[config.mk]
export PLATFORM = sky130hd
export DESIGN_NAME = mul_seq_ctrl
export DESIGN_NICKNAME = d
export VERILOG_FILES = /design/src/rtl/mul_seq_ctrl.sv
export SDC_FILE = /design/constraint.sdc
export NUM_CORES = 1
export LEC_CHECK = 0
export ABC_AREA = 1
export BUFFER_PORTS_ARGS = -buffer_cell sky130_fd_sc_hd__buf_2
export CORE_ASPECT_RATIO = 0.9
export CORE_MARGIN = 5
export CORE_UTILIZATION = 25
export DETAILED_ROUTE_END_ITERATION = 10
export SYNTH_ARGS = -nofsm -noshare
export SYNTH_HDL_FRONTEND = slang
export SYNTH_SLANG_ARGS = --single-unit
[constraint.sdc]
create_clock -name clk -period 1.8 [get_ports clk]
set_input_delay 0.54 -clock clk [delete_from_list [all_inputs] [get_ports clk]]
set_output_delay 0.54 -clock clk [all_outputs]
set_load 0.02 [all_outputs]
[src/rtl/mul_seq_ctrl.sv]
// Shift-add multiplier controller: drives one external XLEN-bit adder for
// XLEN iterations to build an unsigned 2*XLEN-bit product.
module mul_seq_ctrl #(
  parameter int XLEN = 32,
  parameter int CNTW = $clog2(XLEN)
) (
  input  logic              clk,
  input  logic              rst_n,
  input  logic              req_valid,
  output logic              req_ready,
  input  logic [XLEN-1:0]   req_a,
  input  logic [XLEN-1:0]   req_b,
  output logic              rsp_valid,
  input  logic              rsp_ready,
  output logic [2*XLEN-1:0] rsp_prod,
  output logic [XLEN-1:0]   add_a,
  output logic [XLEN-1:0]   add_b,
  output logic              add_cin,
  input  logic [XLEN-1:0]   add_sum,
  input  logic              add_cout
);

  typedef enum logic [1:0] {
    IDLE = 2'd0,
    CALC = 2'd1,
    DONE = 2'd2
  } state_t;

  localparam logic [CNTW-1:0] LAST = CNTW'(XLEN - 1);

  state_t          state;
  logic [CNTW-1:0] cnt;
  logic [XLEN-1:0] mcand;
  logic [XLEN-1:0] p_hi;
  logic [XLEN-1:0] p_lo;
  logic            calc;

  always_ff @(posedge clk or negedge rst_n) begin
    if (!rst_n) begin
      state     <= IDLE;
      cnt       <= '0;
      mcand     <= '0;
      p_hi      <= '0;
      p_lo      <= '0;
      req_ready <= 1'b1;
      rsp_valid <= 1'b0;
      calc      <= 1'b0;
    end else begin
      case (state)
        IDLE: begin
          if (req_valid) begin
            mcand     <= req_a;
            p_lo      <= req_b;
            p_hi      <= '0;
            cnt       <= '0;
            state     <= CALC;
            req_ready <= 1'b0;
            calc      <= 1'b1;
          end
        end
        CALC: begin
          // Adder carry becomes the new top bit; sum LSB shifts into the low word.
          p_hi <= {add_cout, add_sum[XLEN-1:1]};
          p_lo <= {add_sum[0], p_lo[XLEN-1:1]};
          if (cnt == LAST) begin
            cnt       <= '0;
            state     <= DONE;
            calc      <= 1'b0;
            rsp_valid <= 1'b1;
          end else begin
            cnt <= cnt + 1'b1;
          end
        end
        DONE: begin
          if (rsp_ready) begin
            state     <= IDLE;
            rsp_valid <= 1'b0;
            req_ready <= 1'b1;
          end
        end
        default: begin
          state     <= IDLE;
          req_ready <= 1'b1;
          rsp_valid <= 1'b0;
          calc      <= 1'b0;
        end
      endcase
    end
  end

  assign rsp_prod = {p_hi, p_lo};

  // Adder operands follow p_hi combinationally but are held at zero outside CALC.
  assign add_a   = calc ? p_hi : '0;
  assign add_b   = (calc && p_lo[0]) ? mcand : '0;
  assign add_cin = 1'b0;

endmodule
# --- Yosys cells after proc, flatten, opt, wreduce, memory -nomap -nowiden ---
# Cells that the tools add are included.
classes:
  n_addsub: 1
  mul: 0
  div_mod_pow: 0
  n_lt_le_gt_ge: 0
  eq_ne: 6
  n_shift: 0
  n_mux: 22
  bitwise: 3
  n_reduce_logical: 9
ops:
  columns: ["operator", "n"]
  rows:
  - ["32-bit 2-to-1 mux", 4]
  - ["32-bit one-hot mux with 2 select lines", 2]
  - ["3-bit AND reduction", 4]
  - ["5-bit 2-to-1 mux", 2]
  - ["5-bit one-hot mux with 2 select lines", 1]
  - ["1-bit one-hot mux with 3 select lines", 3]
  - ["1-bit 2-to-1 mux", 6]
  - ["2-bit 2-to-1 mux", 3]
  - ["2-bit != test, second input constant", 3]
  - ["2-bit one-hot mux with 3 select lines", 1]
  - ["5-bit by 1-bit adder with 5-bit output, second input constant", 1]
  - ["5-bit equality test, second input constant", 1]
  - ["2-bit AND reduction", 2]
  - ["1-bit inverter", 3]
  - ["2-bit by 1-bit equality test with 1-bit output, second input constant", 1]
  - ["2-bit equality test, second input constant", 1]
  - ["2-bit zero test", 1]
  - ["2-bit nonzero test", 1]
  - ["1-bit logical AND", 1]
word_totals:
  reg_bits: 106
  latch_bits: 0
  ram_bits: 0
  rom_bits: 0
  in_bits: 101
  out_inout_bits: 131
  wordCells: 49
  mem_count: 0

# --- Depth between registers and ports, before layout ---
logic_depth:
  depth_word: 3
  ltp_mapped: 9

# --- Worst setup path before layout ---
# OpenSTA, ideal clock, no wires.
synth_path:
  path_kind: "register -> output"
  start: "register calc"
  end: "output add_b[10]"
  arrival_time_ns: 1.134
  required_ns: 1.260
  slack_ns: 0.126
  stages_incl_launch_ff: 5
  cell_sequence: "dfrtp_1 -> clkbuf_1 -> nand2_1 -> clkbuf_1 -> nor2_1"
synth_between:
  elab_chain_cells: 2
synth_rtl:
  columns: ["element", "line", "text"]
  rows:
  - ["start: declaration", "36", "logic calc;"]
  - ["start signal: assignment", "47", "calc <= 1'b0;"]
  - ["start signal: assignment", "58", "calc <= 1'b1;"]
  - ["start signal: assignment", "68", "calc <= 1'b0;"]
  - ["1-bit logical AND", "95", "assign add_b = (calc && p_lo[0]) ? mcand : '0;"]
  - ["32-bit 2-to-1 mux", "95", null]
  - ["end: declaration", "17", "output logic [XLEN-1:0] add_b,"]
# Every way passes these cells.

# --- Worst setup path in the final report ---
layout_path:
  start: "register calc"
  end: "output add_b[14]"
# Same word-level chain as after synthesis.

==> run_results.csv <==
group,metric,value,unit
synthesis,synthTopCellsByCount,"nand2_1, dfrtp_1, inv_1",
synthesis,synth_edf_count,0,
timing,whs,0.0978,ns
clock_network,htree_levels,3,
synthesis,syn_area_per_cell,7.31,um2
power,internal_power,6.47,mW
clock_network,cts_tree,"done",
timing,clock_skew,0.00865,ns
detailed_routing,first_pass_iters,4,
floorplanning,die_h,143,um
finish,n_antenna_cell,0,
placed_design,place_ws,0.237,ns
timing,grt_setup_unrepaired,"yes",
floorplanning,ios,232,
worst_setup_path,critPathMaxStageDelay,0.41,ns
placed_design,placedCellCount,1130,
power,clkPwrFrac,17.4,%
floorplanning,fp.dieW,158,um
grt,antenna_found_initial,1,
placed_design,place.gp.congestion,0.814,
timing,fmax,545,MHz
synthesis,yosysSeqAreaShare,54.0,%
grt,gr-total-overflow,0,
worst_setup_path,cp.required,1.26,ns
grt,gr-usage-all-layers,12.9,%
detailed_routing,vias,4702,
synthesis,yosysWarnings,0,
synthesis,synthDistinctLibCells,19,
worst_setup_path,path_cells,"nand2_2 -> buf_12 -> nor2_1 -> buf_4",
worst_hold_path,hp-class,"in2async",
outcome,status,"finished with violations",
detailed_routing,drc,0,
finish,drive_gt1_share,30.1,%
clock_network,clkTransAtPathRegs,0.08,ns
finish,final_nets,995,
worst_setup_path,worstSetupEndpointType,"primary output",
floorplanning,rows,48,
finish,fin_util,35.2,%
timing,maxSlewViolCount,0,
clock_network,numCtsBuffers,9,
power,powerDensity,1760,nW/um2
synthesis,ys_top_cells_by_area,"dfrtp_1, nand2_1, inv_1",
placed_design,hpwl,10400,um
floorplanning,die_area,22600,um2
clock_network,cts-root-buf,"clkbuf_16",
detailed_routing,via_per_inst,4.10,
synthesis,syn_area,4920,um2
floorplanning,initial_utilization,25.5,%
placed_design,io_buffers,230,
synthesis,syn_inst,673,
worst_setup_path,r2r_start,"cnt[0]",
run,cap_violations,0,
detailed_routing,drt_iter0_drc,258,
power,vdd_drop_max,0.000554,V
synthesis,ys_seq_elements,106,
power,p_switching,5.52,mW
worst_setup_path,worstSetupStartpointType,"flop",
synthesis,netlist.area_leader.share,53.4,%
power,p_comb_share,48.8,%
power,p_leak,4.23,nW
clock_network,clock-sinks,106,
grt,grt_pass1_vias,4563,
floorplanning,coreArea,19300,um2
finish,syn_to_final_growth,38.1,%
worst_setup_path,criticalPathCategory,"reg2out",
timing,hold_viol,0,
synthesis,synth_most_common_cell,"nand2_1",
synthesis,ys.flop_type,"dfrtp_1",
worst_setup_path,slowest_stage,"dfrtp_1",
synthesis,async_flop_share,100,%
grt,grt_max_degree,67,
power,sw_frac_of_total,46.1,%
detailed_routing,ant_nets,0,
timing,final.setup.worst_slack,-0.0356,ns
synthesis,synthesis.nets,776,
power,power_frac_seq,33.7,%
timing,post-route-period-util,102,%
outcome,violations,"negative setup slack",
worst_setup_path,arrival,1.30,ns
clock_network,clk_latency,0.35,ns
grt,grt_pass1_wl,23200,um
timing,layout_min_cycle_time,1.84,ns
worst_setup_path,cp_max_fo,32,
clock_network,clockBufferDepth,2,
finish,finalNonFillerCells,1147,
detailed_routing,routedWlPerCell,12.9,um
detailed_routing,drt_wl_total,14800,um
timing,finalSetupViolations,34,
synthesis,synth_area_leader_cell,"dfrtp_1",
worst_setup_path,startpoint,"calc",
[worst max-delay path: cells and delay by family (launching register included)]
| kind | cells | cell delay [ns] |
|---|---|---|
| AND/OR/NAND/NOR | 2 | 0.17 |
| buffers and inverters | 2 | 0.35 |
| flip-flops | 1 | 0.41 |
[cells by family (layout without fill, tap and decap cells)]
logic type,count (synthesis),after routing,share of synthesized area [%]
AOI/OAI and AO/OA,37,37,3.84
adders and majority gates,2,2,0.509
buffers and inverters,109,333,9.31
DFF,106,106,54.0
other,1,1,0.0762
and+or+nand+nor,418,418,32.3
[metal layers]
metal | track usage (%) | part of all wire (%) | wire, um
met1 | 16.4 | 44 | 6470
met3 | 3.79 | 8.3 | 1230
met5 | 0 | 0.12 | 18
met4 | 4.26 | 2.4 | 359
met2 | 21.1 | 46 | 6740
[sequential cells by signal (all words and copies together) (netlist names)]
signal	cells
mcand	32
p_hi	32
req_ready	1
p_lo	32
state	2
cnt	5
rsp_valid	1
calc	1
[final cells by class]
class	count	area, um2
fill	2067	12500
sequential	106	2650
multi-input combinational	458	1830
timing repair buffer	243	1400
tap	250	313
inverter	74	278
clock buffer	9	225
clock inverter	7	85.1
[worst paths after layout]
path	end	slack, ns	cells past startpoint
max	add_b[14]	-0.04	4
min reg2reg	req_ready	0.47	2
min in group clk	p_hi[5]	0.38	3
min	p_hi[5]	0.1	1
max reg2reg	cnt[3]	0.23	8
max in group asynchronous	req_ready	1.16	2
[power groups by stage]
stage | Combinational [mW] | Clock (mW) | Sequential (mW)
6_report | 5.85 | 2.09 | 4.04
5_1_grt | 6.57 | 2.28 | 4.19
4_1_cts | 5.91 | 2.20 | 4.06
3_5_place_dp | 5.84 | 0 | 4.10
3_3_place_gp | 5.73 | 0 | 4.09
2_1_floorplan | 3.17 | 0 | 4.68
[cell usage in the layout, fill, tap and decap left out, drive strengths merged]
cell / count
clkinv: 2
nand4: 2
dfstp: 1
conb: 1
ha: 2
nand2: 343
a21oi: 32
bufinv: 1
nand3: 4
inv: 78
nor2: 67
dfrtp: 105
nand3b: 2
clkbuf: 9
buf: 243
o21ai: 5
[stage by stage]
stage	power [mW]	setup TNS [ns]	instance area (um2)
floorplan	7.85	0	4920
detailed placement	9.94	0	6390
global placement	9.81	0	6390
global route	13.0	-5.18	6790
CTS	12.2	-2.18	6740
finish	12.0	-0.610	6790
[timing repair]
action / CTS / global route
cloned: 0 / 0
endpoints found under the setup margin: 64 / 64
hold buffers: 0 / 0
setup buffers: 1 / 0
resized for setup: 9 / 20
No activity file was read; power rests on OpenSTA's default activity.
